==> src/rtl/serial_adder_if.sv <==
// serial_adder_if: start/operand/result bundle for serial_adder.
// The ovf signal exists only when SERIAL_ADDER_OVF_EN is defined.
//
// Handshake: the requester raises start with a/b/cin valid. The adder
// accepts on any rising edge where start=1 and it is idle or in its
// done cycle. busy is high for the WIDTH cycles of the add, and
// start is ignored during that time. done pulses for one cycle with
// sum/cout (and ovf) valid. Those results hold until the next completion.
interface serial_adder_if #(
    parameter int WIDTH = 8
);
    logic             start;
    logic [WIDTH-1:0] a;
    logic [WIDTH-1:0] b;
    logic             cin;
    logic             busy;
    logic             done;
    logic [WIDTH-1:0] sum;
    logic             cout;
`ifdef SERIAL_ADDER_OVF_EN
    logic             ovf;
`endif
    logic [1:0]       state_dbg;

`ifdef SERIAL_ADDER_OVF_EN
    modport master (output start, a, b, cin,
                    input  busy, done, sum, cout, ovf, state_dbg);
    modport slave  (input  start, a, b, cin,
                    output busy, done, sum, cout, ovf, state_dbg);
`else
    modport master (output start, a, b, cin,
                    input  busy, done, sum, cout, state_dbg);
    modport slave  (input  start, a, b, cin,
                    output busy, done, sum, cout, state_dbg);
`endif
endinterface

==> src/rtl/serial_adder.sv <==
// serial_adder: bit-serial LSB-first adder with a registered carry.
// It adds one bit per clock, so a WIDTH-bit add takes WIDTH RUN cycles.
// It is followed by a one-cycle DONE.
// Optional macro SERIAL_ADDER_OVF_EN adds a registered signed-overflow flag.
module serial_adder #(
    parameter int WIDTH = 8
) (
    input logic          clk,
    input logic          rst,
    serial_adder_if.slave bus
);
    localparam int CW = $clog2(WIDTH);

    typedef enum logic [1:0] {
        IDLE = 2'd0,
        RUN  = 2'd1,
        DONE = 2'd2
    } state_t;

    state_t           state;
    state_t           state_next;
    logic [WIDTH-1:0] a_sr;
    logic [WIDTH-1:0] b_sr;
    logic [WIDTH-1:0] res_sr;
    logic [WIDTH-1:0] res_next;
    logic             carry;
    logic [CW-1:0]    cnt;
    logic [WIDTH-1:0] sum_q;
    logic             cout_q;
    logic             busy_c;
    logic             done_c;
    logic             accept;
    logic             last;
    logic             fa_s;
    logic             fa_c;
`ifdef SERIAL_ADDER_OVF_EN
    logic             ovf_q;
`endif

    // One-bit full-adder cell applied to the current LSBs and the running carry.
    assign fa_s     = a_sr[0] ^ b_sr[0] ^ carry;
    assign fa_c     = (a_sr[0] & b_sr[0]) | (carry & (a_sr[0] ^ b_sr[0]));
    assign res_next = {fa_s, res_sr[WIDTH-1:1]};

    assign accept = ((state == IDLE) || (state == DONE)) && bus.start;
    assign last   = (state == RUN) && (cnt == CW'(WIDTH - 1));

    // State register; reset returns to IDLE and aborts any add in flight.
    always_ff @(posedge clk) begin
        if (rst) state <= IDLE;
        else     state <= state_next;
    end

    // Next-state and status outputs.
    always_comb begin
        state_next = state;
        busy_c     = 1'b0;
        done_c     = 1'b0;
        case (state)
            IDLE: if (bus.start) state_next = RUN;
            RUN: begin
                busy_c = 1'b1;
                if (last) state_next = DONE;
            end
            DONE: begin
                done_c     = 1'b1;
                state_next = bus.start ? RUN : IDLE;
            end
            default: state_next = IDLE;
        endcase
    end

    // Operand shift, carry, bit counter and result publication.
    always_ff @(posedge clk) begin
        if (rst) begin
            a_sr   <= '0;
            b_sr   <= '0;
            res_sr <= '0;
            carry  <= 1'b0;
            cnt    <= '0;
            sum_q  <= '0;
            cout_q <= 1'b0;
`ifdef SERIAL_ADDER_OVF_EN
            ovf_q  <= 1'b0;
`endif
        end else if (accept) begin
            a_sr   <= bus.a;
            b_sr   <= bus.b;
            res_sr <= '0;
            carry  <= bus.cin;
            cnt    <= '0;
        end else if (state == RUN) begin
            a_sr   <= a_sr >> 1;
            b_sr   <= b_sr >> 1;
            res_sr <= res_next;
            carry  <= fa_c;
            // Hold the counter on the last bit so it never wraps mid-operation.
            if (!last) cnt <= cnt + CW'(1);
            // Publish only complete results; partial sums stay internal.
            if (last) begin
                sum_q  <= res_next;
                cout_q <= fa_c;
`ifdef SERIAL_ADDER_OVF_EN
                // The carry entering the MSB is the running carry on the last bit.
                ovf_q  <= carry ^ fa_c;
`endif
            end
        end
    end

    assign bus.busy      = busy_c;
    assign bus.done      = done_c;
    assign bus.sum       = sum_q;
    assign bus.cout      = cout_q;
    assign bus.state_dbg = state;
`ifdef SERIAL_ADDER_OVF_EN
    assign bus.ovf       = ovf_q;
`endif

endmodule

==> src/flat_wrapper.sv <==
// flat-port wrapper written by rule: the top's interface ports become plain ports
module serial_adder_flat 
#(
    parameter int WIDTH = 8
)
  (clk, rst, bus_start, bus_a, bus_b, bus_cin, bus_busy, bus_done, bus_sum, bus_cout, bus_state_dbg);
  serial_adder_if #(.WIDTH(WIDTH)) bus_i ();
  input logic clk;
  input logic rst;
  input wire logic [$bits(bus_i.start)-1:0] bus_start;
  input wire logic [$bits(bus_i.a)-1:0] bus_a;
  input wire logic [$bits(bus_i.b)-1:0] bus_b;
  input wire logic [$bits(bus_i.cin)-1:0] bus_cin;
  output wire logic [$bits(bus_i.busy)-1:0] bus_busy;
  output wire logic [$bits(bus_i.done)-1:0] bus_done;
  output wire logic [$bits(bus_i.sum)-1:0] bus_sum;
  output wire logic [$bits(bus_i.cout)-1:0] bus_cout;
  output wire logic [$bits(bus_i.state_dbg)-1:0] bus_state_dbg;
  assign bus_i.start = bus_start;
  assign bus_i.a = bus_a;
  assign bus_i.b = bus_b;
  assign bus_i.cin = bus_cin;
  assign bus_busy = bus_i.busy;
  assign bus_done = bus_i.done;
  assign bus_sum = bus_i.sum;
  assign bus_cout = bus_i.cout;
  assign bus_state_dbg = bus_i.state_dbg;
  serial_adder #(.WIDTH(WIDTH)) u_core (.clk(clk), .rst(rst), .bus(bus_i));
endmodule
==> config.mk <==
export PLATFORM = sky130hd
export DESIGN_NAME = serial_adder_flat
export DESIGN_NICKNAME = d
export VERILOG_FILES = /design/src/rtl/serial_adder_if.sv /design/src/rtl/serial_adder.sv /design/src/flat_wrapper.sv
export SDC_FILE = /design/constraint.sdc
export NUM_CORES = 1
export LEC_CHECK = 0
export ABC_AREA = 1
export BUFFER_PORTS_ARGS = -buffer_cell sky130_fd_sc_hd__buf_2
export CORE_MARGIN = 1
export CORE_UTILIZATION = 25
export CTS_CLUSTER_SIZE = 14
export DETAILED_ROUTE_END_ITERATION = 8
export GPL_TIMING_DRIVEN = 0
export PLACE_DENSITY = 0.46
export SYNTH_ARGS = -nofsm -noshare
export SYNTH_HDL_FRONTEND = slang
export SYNTH_SLANG_ARGS = --single-unit
==> constraint.sdc <==
create_clock -name clk -period 1.35 [get_ports clk]
set_input_delay 0.2025 -clock clk [delete_from_list [all_inputs] [get_ports clk]]
set_output_delay 0.2025 -clock clk [all_outputs]
set_load 0.005 [all_outputs]
==> results of run 1 <==
-- worst register-to-register path: cells and delay by family, from the launching register on --
family                     cells  cell delay (ns)
adders and majority gates      2             0.32
buffers and inverters          2             0.14
DFF                            1             0.34
and+or+nand+nor                3             0.33
-- cell families (layout without fill, tap and decap cells) --
kind of cell	after synthesis	after routing	synth area share
fa+ha+maj	3	3	0.0271
compound gates	33	33	0.0994
flops	38	38	0.458
simple gates	119	119	0.310
buf+inv	41	83	0.105
-- layout make-up --
| class | instances | area (um^2) | area share |
|---|---|---|---|
| clock buffers | 6 | 82.6 | 0.0390 |
| flip-flops and latches | 38 | 766 | 0.361 |
| multi-input cells | 155 | 736 | 0.347 |
| well taps | 77 | 96.3 | 0.0455 |
| plain buffers | 7 | 50.0 | 0.0236 |
| inverters | 34 | 140 | 0.0662 |
| repair buffers | 34 | 188 | 0.0886 |
| clock inverters | 2 | 60.1 | 0.0284 |
-- flip-flops by register name, indices dropped and copies added (netlist names) --
register,count
u_core.b_sr,8
u_core.carry,1
u_core.cnt,3
u_core.bus.state_dbg,2
u_core.bus.sum,8
u_core.res_sr,7
u_core.bus.cout,1
u_core.a_sr,8
-- per-stage QoR --
stage | cells | hold slack (ns) | util | setup WS, ns | total power (uW)
after floorplan | 234 | 0.272 | - | 0.154 | 1450
after global placement | 343 | 0.436 | 0.300 | 0.0568 | 1550
after detailed placement | 343 | 0.447 | 0.300 | 0.0516 | 1550
after CTS | 351 | 0.143 | 0.325 | 0.00111 | 2760
after global routing | 353 | 0.136 | 0.332 | 0.00323 | 2870
final | 353 | 0.145 | 0.332 | 0.0952 | 2730
-- synthesized netlist by cell type --
library cell | n | area (um^2)
nand2_1 | 64 | 240
o21ai_0 | 13 | 65.1
inv_2 | 4 | 15.0
nor2_8 | 1 | 20.0
nor2_4 | 2 | 22.5
nand2_2 | 2 | 12.5
buf_2 | 1 | 5.00
ha_1 | 2 | 25.0
fa_1 | 1 | 20.0
nand3_1 | 26 | 130
inv_1 | 29 | 109
nor2_1 | 24 | 90.1
buf_4 | 5 | 37.5
clkinv_2 | 1 | 5.00
clkbuf_1 | 1 | 3.75
dfxtp_1 | 38 | 761
a21oi_1 | 20 | 100
-- report_power, final --
group | total [uW] | internal (uW) | switching [uW]
combinational | 315 | 121 | 194
sequential | 1210 | 1180 | 33.6
clock | 1200 | 788 | 413
total | 2730 | 2090 | 640
-- timing repair --
action,4_1_cts,5_1_grt
buffers inserted,0,3
gates cloned,0,0
pin swaps,0,2
endpoints found under the setup margin,1,14
gates resized for setup,5,10
-- metal layers --
metal	vias to the layer above	GRT usage
met5	-	0
met4	0	0.0508
met3	5	0.0317
met2	32	0.189
met1	663	0.163
li1	813	-
-- worst max path at each step --
stage                            start                end  slack [ns]  cells past startpoint
2_1_floorplan            u_core.cnt[0]  u_core.bus.sum[7]        0.15                      8
3_3_place_gp             u_core.cnt[0]  u_core.bus.sum[0]        0.06                      7
3_5_place_dp             u_core.cnt[0]  u_core.bus.sum[1]        0.05                      8
4_1_cts        u_core.bus.state_dbg[1]           bus_busy       0.001                      4
5_1_grt                  u_core.cnt[0]  u_core.bus.sum[2]       0.003                      7
6_report       u_core.bus.state_dbg[1]           bus_busy         0.1                      4
==> results.txt, run 1 <==
Status: finished clean
Initial antenna violation count: 0
Maxcap violations: 0
Normalized max-slew margin: 0.682
Core area: 6390 um^2
H-tree level count: 2
Fmax: 797 MHz
Most frequent cells in the layout: nand2_1, dfxtp_1, buf_2
Hold Buf Count CTS: 0
Vias in the first global route: 1,455
Clock buffer depth: 2
Wire length on met2: 1650 um
Die ar.: 6980 um^2
Routed Wire Length: 3840 um
Slew Limit Fails: 0
CP arrival: 1.05 ns
Leakage: 0.00105 uW
Nets: 298
TritonCTS Sinks: 38
Root buf cell: clkbuf_8
Type of the worst setup path: flip-flop to primary output
Die width: 83.5 um
Cell Area, Synth: 1660 um^2
Hold worst-path end: u_core.a_sr[7]
Crit path time final: 1.25 ns
Worst path bufs/invs: 3
Period Utilization, post-route: 0.929
Critical Path Max Stage Delay: 0.34 ns
Vias: 1,513
Syn_nets: 257
Layout fillers: 719
CTS buffer count: 5
CTS tree: done
Io pins: 33
Die Ht: 83.5 um
Critical Path RT: 1.15 ns
R2R depth: 7
Crit. End Element: primary output
Top layer in use: met4
Post-route ant nets: 0
Starting Density: 0.260
Starting DRT DRC Count: 68
R2R Path End: u_core.bus.sum[6]
Critical Path Source Type: flip-flop
M1 WL: 1960 um
R2r setup slk: 0.12 ns
Port buffer count: 32
Slowest-stage cell, CP: dfxtp_2
Vias/cell: 4.29
Drc violations: 0
Final HPWL DP: 2710 um
Clock Latency Late Sink: 0.29 ns
Clock slew at reported path FFs: 0.08 ns
Yosys reg bits: 38
Average size of a mapped cell: 7.10 um^2
RSZ-0062 raised after global routing: false
Total GRT Usage: 0.123
Wire per inst: 10.9 um
Hold_sp: bus_a[7]
Share of cells above drive strength 1: 0.236
Final instance area: 2120 um^2
Final Hold Fails: 0
First-pass GRT wire length: 6800 um
GP Congestion: 0.706
Crit path max fanout: 9
Clk_skew: 0.00612 ns
Peak VDD IR: 0.479 mV
YS warnings: 0
Total grt overflow: 0
Placement Cell Area: 1920 um^2
Final Setup Violations: 0
Met3 wire length: 151 um
Critical Path, Cell by Cell: inv_4, nand2_4, inv_6, buf_2
Row cnt: 29
Syn Inst Count: 234
Delay-heaviest family, CP: flip-flops
1st-pass router iterations: 4
Register area share after synthesis: 0.458
# diodes: 0
Post-synth cell types: 17
Class of the worst hold path: input port to flip-flop
Worst-margin pin slew: 0.477 ns
Fin Setup TNS: 0 ns
Area Growth Syn to Fin: 27.5%
Commonest non-fill, non-tap cell in the layout: nand2_1
Pin count of the biggest net entering global routing: 13
Worst r2r src: u_core.cnt[0]
Hold Crit Depth: 3
PD cells: 1290 nW/um^2
(Power assumes the default switching activity.)
==> run 2: changes to the inputs <==
- CELL_PAD_IN_SITES_DETAIL_PLACEMENT: default -> 1
- CELL_PAD_IN_SITES_GLOBAL_PLACEMENT: default -> 1
- PLACE_DENSITY: 0.46 -> 0.58
- SETUP_SLACK_MARGIN: default -> 0.3
==> run 2 against run 1 <==
Compared with the run above: combinational power grew 55%; sequential power is essentially flat; critical path type unchanged; highest routed layer unchanged; clock power shrank 38%.
==> results.txt, run 2 (synthesized netlist as in run 1, its figures left out) <==
Status: finished clean
TritonCTS Sinks: 38 (unchanged)
Area Growth Syn to Fin: 48.1%
Row cnt: 29 (unchanged)
Final Setup Violations: 0 (unchanged)
Clock buffer depth: 2 (unchanged)
Post-route ant nets: 0 (unchanged)
Comb pwr share: 0.199 (+0.084)
Pin count of the biggest net entering global routing: 12 (-1)
Class of the worst hold path: input port to flip-flop
Hold worst-path end: u_core.b_sr[7]
Root buf cell: clkbuf_8
Total grt overflow: 0 (unchanged)
Total GRT Usage: 0.134 (+0.0118)
Post-Place Cells: 343 (unchanged)
R2R depth: 8 (+1)
Vias/cell: 4.47 (+4.2%)
Routed Wire Length: 4760 um (+24%)
Worst r2r src: u_core.cnt[1]
Core area: 6390 um^2 (unchanged)
GP Congestion: 0.694 (-1.6%)
Worst-margin pin slew: 0.616 ns (+0.140 ns)
Port buffer count: 32 (unchanged)
Normalized max-slew margin: 0.589 (-0.0931)
Commonest non-fill, non-tap cell in the layout: nand2_1
Hold_sp: rst
H-tree level count: 2 (unchanged)
RSZ-0062 raised after global routing: true
Die ar.: 6980 um^2 (unchanged)
Die Ht: 83.5 um (unchanged)
Leakage: 0.00116 uW (+11%)
Type of the worst setup path: flip-flop to primary output
Share of cells above drive strength 1: 0.381 (+0.145)
1st-pass router iterations: 4 (unchanged)
Psw: 705 uW (+10%)
Final HPWL DP: 2980 um (+10%)
First-pass GRT wire length: 7380 um (+8.4%)
# diodes: 0 (unchanged)
Hold Crit Depth: 2 (-1)
Most frequent cells in the layout: nand2_1, dfxtp_1, buf_2
CTS buffer count: 5 (unchanged)
Initial antenna violation count: 0 (unchanged)
Cell internal pwr: 1750 uW (-16%)
Worst Hold Margin: 0.131 ns (-0.0148 ns)
R2R Path End: u_core.bus.cout
Clock Power Share: 0.304 (-0.136)
Wire per inst: 12.8 um (+18%)
CP arrival: 1.01 ns (-0.04 ns)
Peak VDD IR: 0.457 mV (-4.6%)
Crit path time final: 1.21 ns (-0.0413 ns)
CTS tree: done
Final Hold Fails: 0 (unchanged)
Starting DRT DRC Count: 25 (-63%)
Nets: 317 (+6.4%)
Critical Path Source Type: flip-flop
Crit path max fanout: 2 (-7)
Final cell count without fillers: 371 (+5.1%)
Slew Limit Fails: 0 (unchanged)
Hold Buf Count CTS: 0 (unchanged)
Vias: 1,657 (+9.5%)
Period Utilization, post-route: 0.899 (-0.0306)
Drc violations: 0 (unchanged)
Die width: 83.5 um (unchanged)
Crit. End Element: primary output
Vias in the first global route: 1,575 (+8.2%)
Fmax: 824 MHz (+3.4%)
Sw Ratio: 0.287 (+0.0527)
Clk_skew: 0.00702 ns (+0.000899 ns)
Fin Setup TNS: 0 ns (unchanged)
R2r setup slk: 0.17 ns (+0.05 ns)
Flop pwr share: 0.496 (+0.052)
PD cells: 998 nW/um^2 (-23%)
Clock Latency Late Sink: 0.29 ns (about the same)
Critical Path RT: 1.15 ns (about the same)
Starting Density: 0.260 (unchanged)
Clock slew at reported path FFs: 0.08 ns (about the same)
Io pins: 33 (unchanged)
Maxcap violations: 0 (unchanged)
==> run 2: worst max path at each step <==
| stage | endpoint | cells after the start | slack [ns] | startpoint |
|---|---|---|---|---|
| after global routing | bus_done | 4 | 0.09 | u_core.bus.state_dbg[1] |
| after detailed placement | u_core.cnt[1] | 6 | 0.03 | u_core.bus.state_dbg[1] |
| after CTS | bus_done | 4 | 0.13 | u_core.bus.state_dbg[1] |
| after global placement | u_core.cnt[1] | 6 | 0.03 | u_core.bus.state_dbg[1] |
| after floorplan | u_core.carry | 5 | 0.28 | u_core.a_sr[0] |
| final | bus_done | 4 | 0.14 | u_core.bus.state_dbg[1] |
==> run 2: layout make-up <==
| type | instances | area (um^2) |
|---|---|---|
| multi-input combinational | 156 | 882 |
| clock inverter | 2 | 10.0 |
| timing repair buffer | 52 | 387 |
| tap | 77 | 96.3 |
| fill | 804 | 3930 |
| buffer | 7 | 83.8 |
| clock buffer | 5 | 68.8 |
| sequential | 38 | 773 |
| inverter | 34 | 160 |
==> run 2: metal layers <==
layer / vias up / GRT usage / routed length [um]
met5: - / 0 / 0
met4: 0 / 0.0416 / 93
met3: 9 / 0.0336 / 167
met2: 28 / 0.225 / 2250
met1: 767 / 0.171 / 2250
li1: 853 / - / -
==> run 2: per-stage QoR <==
stage	power (uW)	util	setup slack [ns]	instance area, um^2
6_report	2460	0.385	0.136	2460
5_1_grt	2600	0.385	0.0889	2460
4_1_cts	2380	0.345	0.130	2210
3_5_place_dp	1560	0.306	0.0254	1960
3_3_place_gp	1560	0.306	0.0316	1960
2_1_floorplan	1450	-	0.276	1700
==> run 2: what timing repair did <==
item	4_1_cts	5_1_grt
setup buffers	8	10
gates cloned	1	2
pin swaps	3	12
resized for setup	26	49
endpoints found under the setup margin	41	42
==> run 2: worst max-delay path, cell delays in order, from the launching register on <==
cell	delay (ns)
dfxtp_4	0.36
inv_4	0.05
buf_6	0.12
nor2_4	0.08
buf_2	0.11
==> run 2: power groups by stage <==
stage,sequential [uW],clock [uW],combinational (uW)
floorplan,1230,0,220
global placement,1240,0,318
detailed placement,1240,0,322
CTS,1220,785,380
global route,1230,825,546
finish,1220,748,489
==> run 3: changes to the inputs <==
- CAP_MARGIN: default -> 20
- SETUP_SLACK_MARGIN: 0.3 -> 0.5
==> run 3 against run 2 <==
Compared with the run above: non-clock buffer count increased by 10; die area stayed put; largest cell class unchanged; sequential power hardly changed; count of clock-buffer cells in the layout did not move; register-to-register slack worse by 0.09 ns; global-route usage rose by 2.0 points; core utilization is 4.5 points higher; critical endpoint is now u_core.a_sr[4]; sequential share of layout area is 2.9 points lower; first-iteration DRC count is 100% higher; clock skew decreased by 0.0047 ns; design area is 12% higher.
==> results.txt, run 3 (synthesized netlist as in run 1, its figures left out) <==
Clock Latency Late Sink: 0.30 ns (about the same)
Nets: 327 (+3.2%)
H-tree level count: 2 (unchanged)
Row cnt: 29 (unchanged)
Clock buffer depth: 2 (unchanged)
Peak VDD IR: 0.434 mV (-5.0%)
RSZ-0062 raised after global routing: true
Crit path max fanout: 7 (+5)
Area Growth Syn to Fin: 65.4%
GP Congestion: 0.756 (+8.9%)
R2R Path End: u_core.a_sr[4]
Port buffer count: 32 (unchanged)
Slowest-stage cell, CP: dfxtp_4
Clock slew at reported path FFs: 0.08 ns (about the same)
Fmax: 785 MHz (-4.7%)
R2r setup slk: 0.08 ns (-0.09 ns)
Critical Path, Cell by Cell: buf_6, inv_6, nand2_8, buf_6, nand2_8, clkinv_8, nand2_2, nand2_1, nor2_1
Share of cells above drive strength 1: 0.531 (+0.150)
Post-route ant nets: 0 (unchanged)
Hold Crit Depth: 2 (unchanged)
Class of the worst hold path: input port to flip-flop
1st-pass router iterations: 4 (unchanged)
Die ar.: 6980 um^2 (unchanged)
Hold_sp: rst
TritonCTS Sinks: 38 (unchanged)
Worst-margin pin slew: 0.726 ns (+0.109 ns)
Critical Path Source Type: flip-flop
Crit. End Element: flip-flop
Final Setup Violations: 0 (unchanged)
Starting Density: 0.260 (unchanged)
Most frequent cells in the layout: nand2_1, buf_2, inv_1, dfxtp_1
Worst r2r src: u_core.bus.state_dbg[0]
Clk_skew: 0.00232 ns (-0.00470 ns)
Initial antenna violation count: 0 (unchanged)
Final HPWL DP: 3050 um (+2.3%)
Hold worst-path end: u_core.b_sr[7]
Core area: 6390 um^2 (unchanged)
Period Utilization, post-route: 0.943 (+0.0441)
Drc violations: 0 (unchanged)
Starting DRT DRC Count: 50 (+100%)
Type of the worst setup path: flip-flop to flip-flop
Total grt overflow: 0 (unchanged)
Placement Cell Area: 2030 um^2 (+4.0%)
Pin count of the biggest net entering global routing: 13 (+1)
Vias/cell: 4.43 (-0.71%)
Fin Setup TNS: 0 ns (unchanged)
Status: finished clean
Total power: 2800 uW (+14%)
Routed Wire Length: 5360 um (+13%)
Layout fillers: 782 (-2.7%)
Critical Path RT: 1.57 ns (+0.42 ns)
Leakage: 0.00126 uW (+8.3%)
Total GRT Usage: 0.154 (+0.0198)
Commonest non-fill, non-tap cell in the layout: nand2_1
R2R depth: 9 (+1)
Vias: 1,694 (+2.2%)
Io pins: 33 (unchanged)
Critical Path Max Stage Delay: 0.39 ns (+0.03 ns)
Final Hold Fails: 0 (unchanged)
Maxcap violations: 0 (unchanged)
Slew Limit Fails: 0 (unchanged)
Root buf cell: clkbuf_8
Wire per inst: 14.0 um (+9.4%)
Die width: 83.5 um (unchanged)
Final instance area: 2750 um^2 (+12%)
Die Ht: 83.5 um (unchanged)
First-pass GRT wire length: 8540 um (+16%)
# diodes: 0 (unchanged)
CP arrival: 1.50 ns (+0.49 ns)
PD cells: 1020 nW/um^2 (+2.2%)
CTS tree: done
Crit path time final: 1.27 ns (+0.0596 ns)
Vias in the first global route: 1,699 (+7.9%)
Normalized max-slew margin: 0.516 (-0.0728)
CTS buffer count: 5 (unchanged)
## run 3: cell types whose count changed in the layout (fill, tap and decap cells not counted), moves of 4 or more
cell     previous run  this run
nand2_1            54        37
nand2_2             8        21
buf_4              11        20
dfxtp_1            32        24
dfxtp_2             4        12
nand3_1            24        19
a21oi_1            13         9
a21oi_2             7        11
nand3_2             2         6
o21ai_1             8         4
o21ai_2             1         5
## run 3: cell type report
| class | instances | area (um^2) | area share |
|---|---|---|---|
| Clock inverter | 3 | 40.0 | 0.0146 |
| Buffer | 7 | 80.1 | 0.0291 |
| Multi-Input combinational cell | 156 | 1020 | 0.371 |
| Clock buffer | 5 | 68.8 | 0.0250 |
| Tap cell | 77 | 96.3 | 0.0350 |
| Sequential cell | 38 | 783 | 0.285 |
| Timing Repair Buffer | 62 | 487 | 0.177 |
| Inverter | 34 | 175 | 0.0637 |
## run 3: what timing repair did
item	4_1_cts	5_1_grt
resized for setup	50	51
cloned	3	0
hold buffers	0	0
setup buffers	18	10
endpoints found under the setup margin	51	51
pin swaps	14	21
## run 3: worst max path at each step
stage / from / slack, ns / to / cells past startpoint
global placement: u_core.cnt[0] / 0.16 / u_core.bus.sum[7] / 8
floorplan: u_core.carry / 0.27 / u_core.carry / 5
global route: u_core.bus.state_dbg[0] / 0.02 / u_core.a_sr[4] / 9
CTS: u_core.cnt[1] / 0.15 / u_core.bus.sum[0] / 7
finish: u_core.bus.state_dbg[0] / 0.08 / u_core.a_sr[4] / 9
detailed placement: u_core.cnt[0] / 0.15 / u_core.bus.sum[0] / 7
## run 3: power breakdown
part           leakage [uW]  internal, uW  switching (uW)
logic              0.000885           277             321
registers          0.000318          1180            44.8
clock network     0.0000579           544             439
total               0.00126          2000             804
## run 3: routing by layer
| layer | track usage | up-vias | wire (um) |
|---|---|---|---|
| met2 | 0.248 | 28 | 2630 |
| met3 | 0.0297 | 5 | 123 |
| met5 | 0 | - | 0 |
| met1 | 0.204 | 792 | 2530 |
| li1 | - | 869 | - |
| met4 | 0.0601 | 0 | 76 |
## run 3: metrics by stage
| stage | cells | utilization | setup WS [ns] | hold slack [ns] |
|---|---|---|---|---|
| after CTS | 372 | 0.390 | 0.146 | 0.135 |
| after floorplan | 234 | - | 0.274 | 0.272 |
| after global placement | 343 | 0.319 | 0.156 | 0.443 |
| final | 382 | 0.430 | 0.0769 | 0.132 |
| after detailed placement | 343 | 0.319 | 0.147 | 0.451 |
| after global routing | 382 | 0.430 | 0.0207 | 0.125 |
## run 3: critical path: cells and delay by family (launching register included)
| family | cells | cell delay [ns] |
|---|---|---|
| flops | 1 | 0.39 |
| buf+inv | 4 | 0.41 |
| simple gates | 5 | 0.40 |
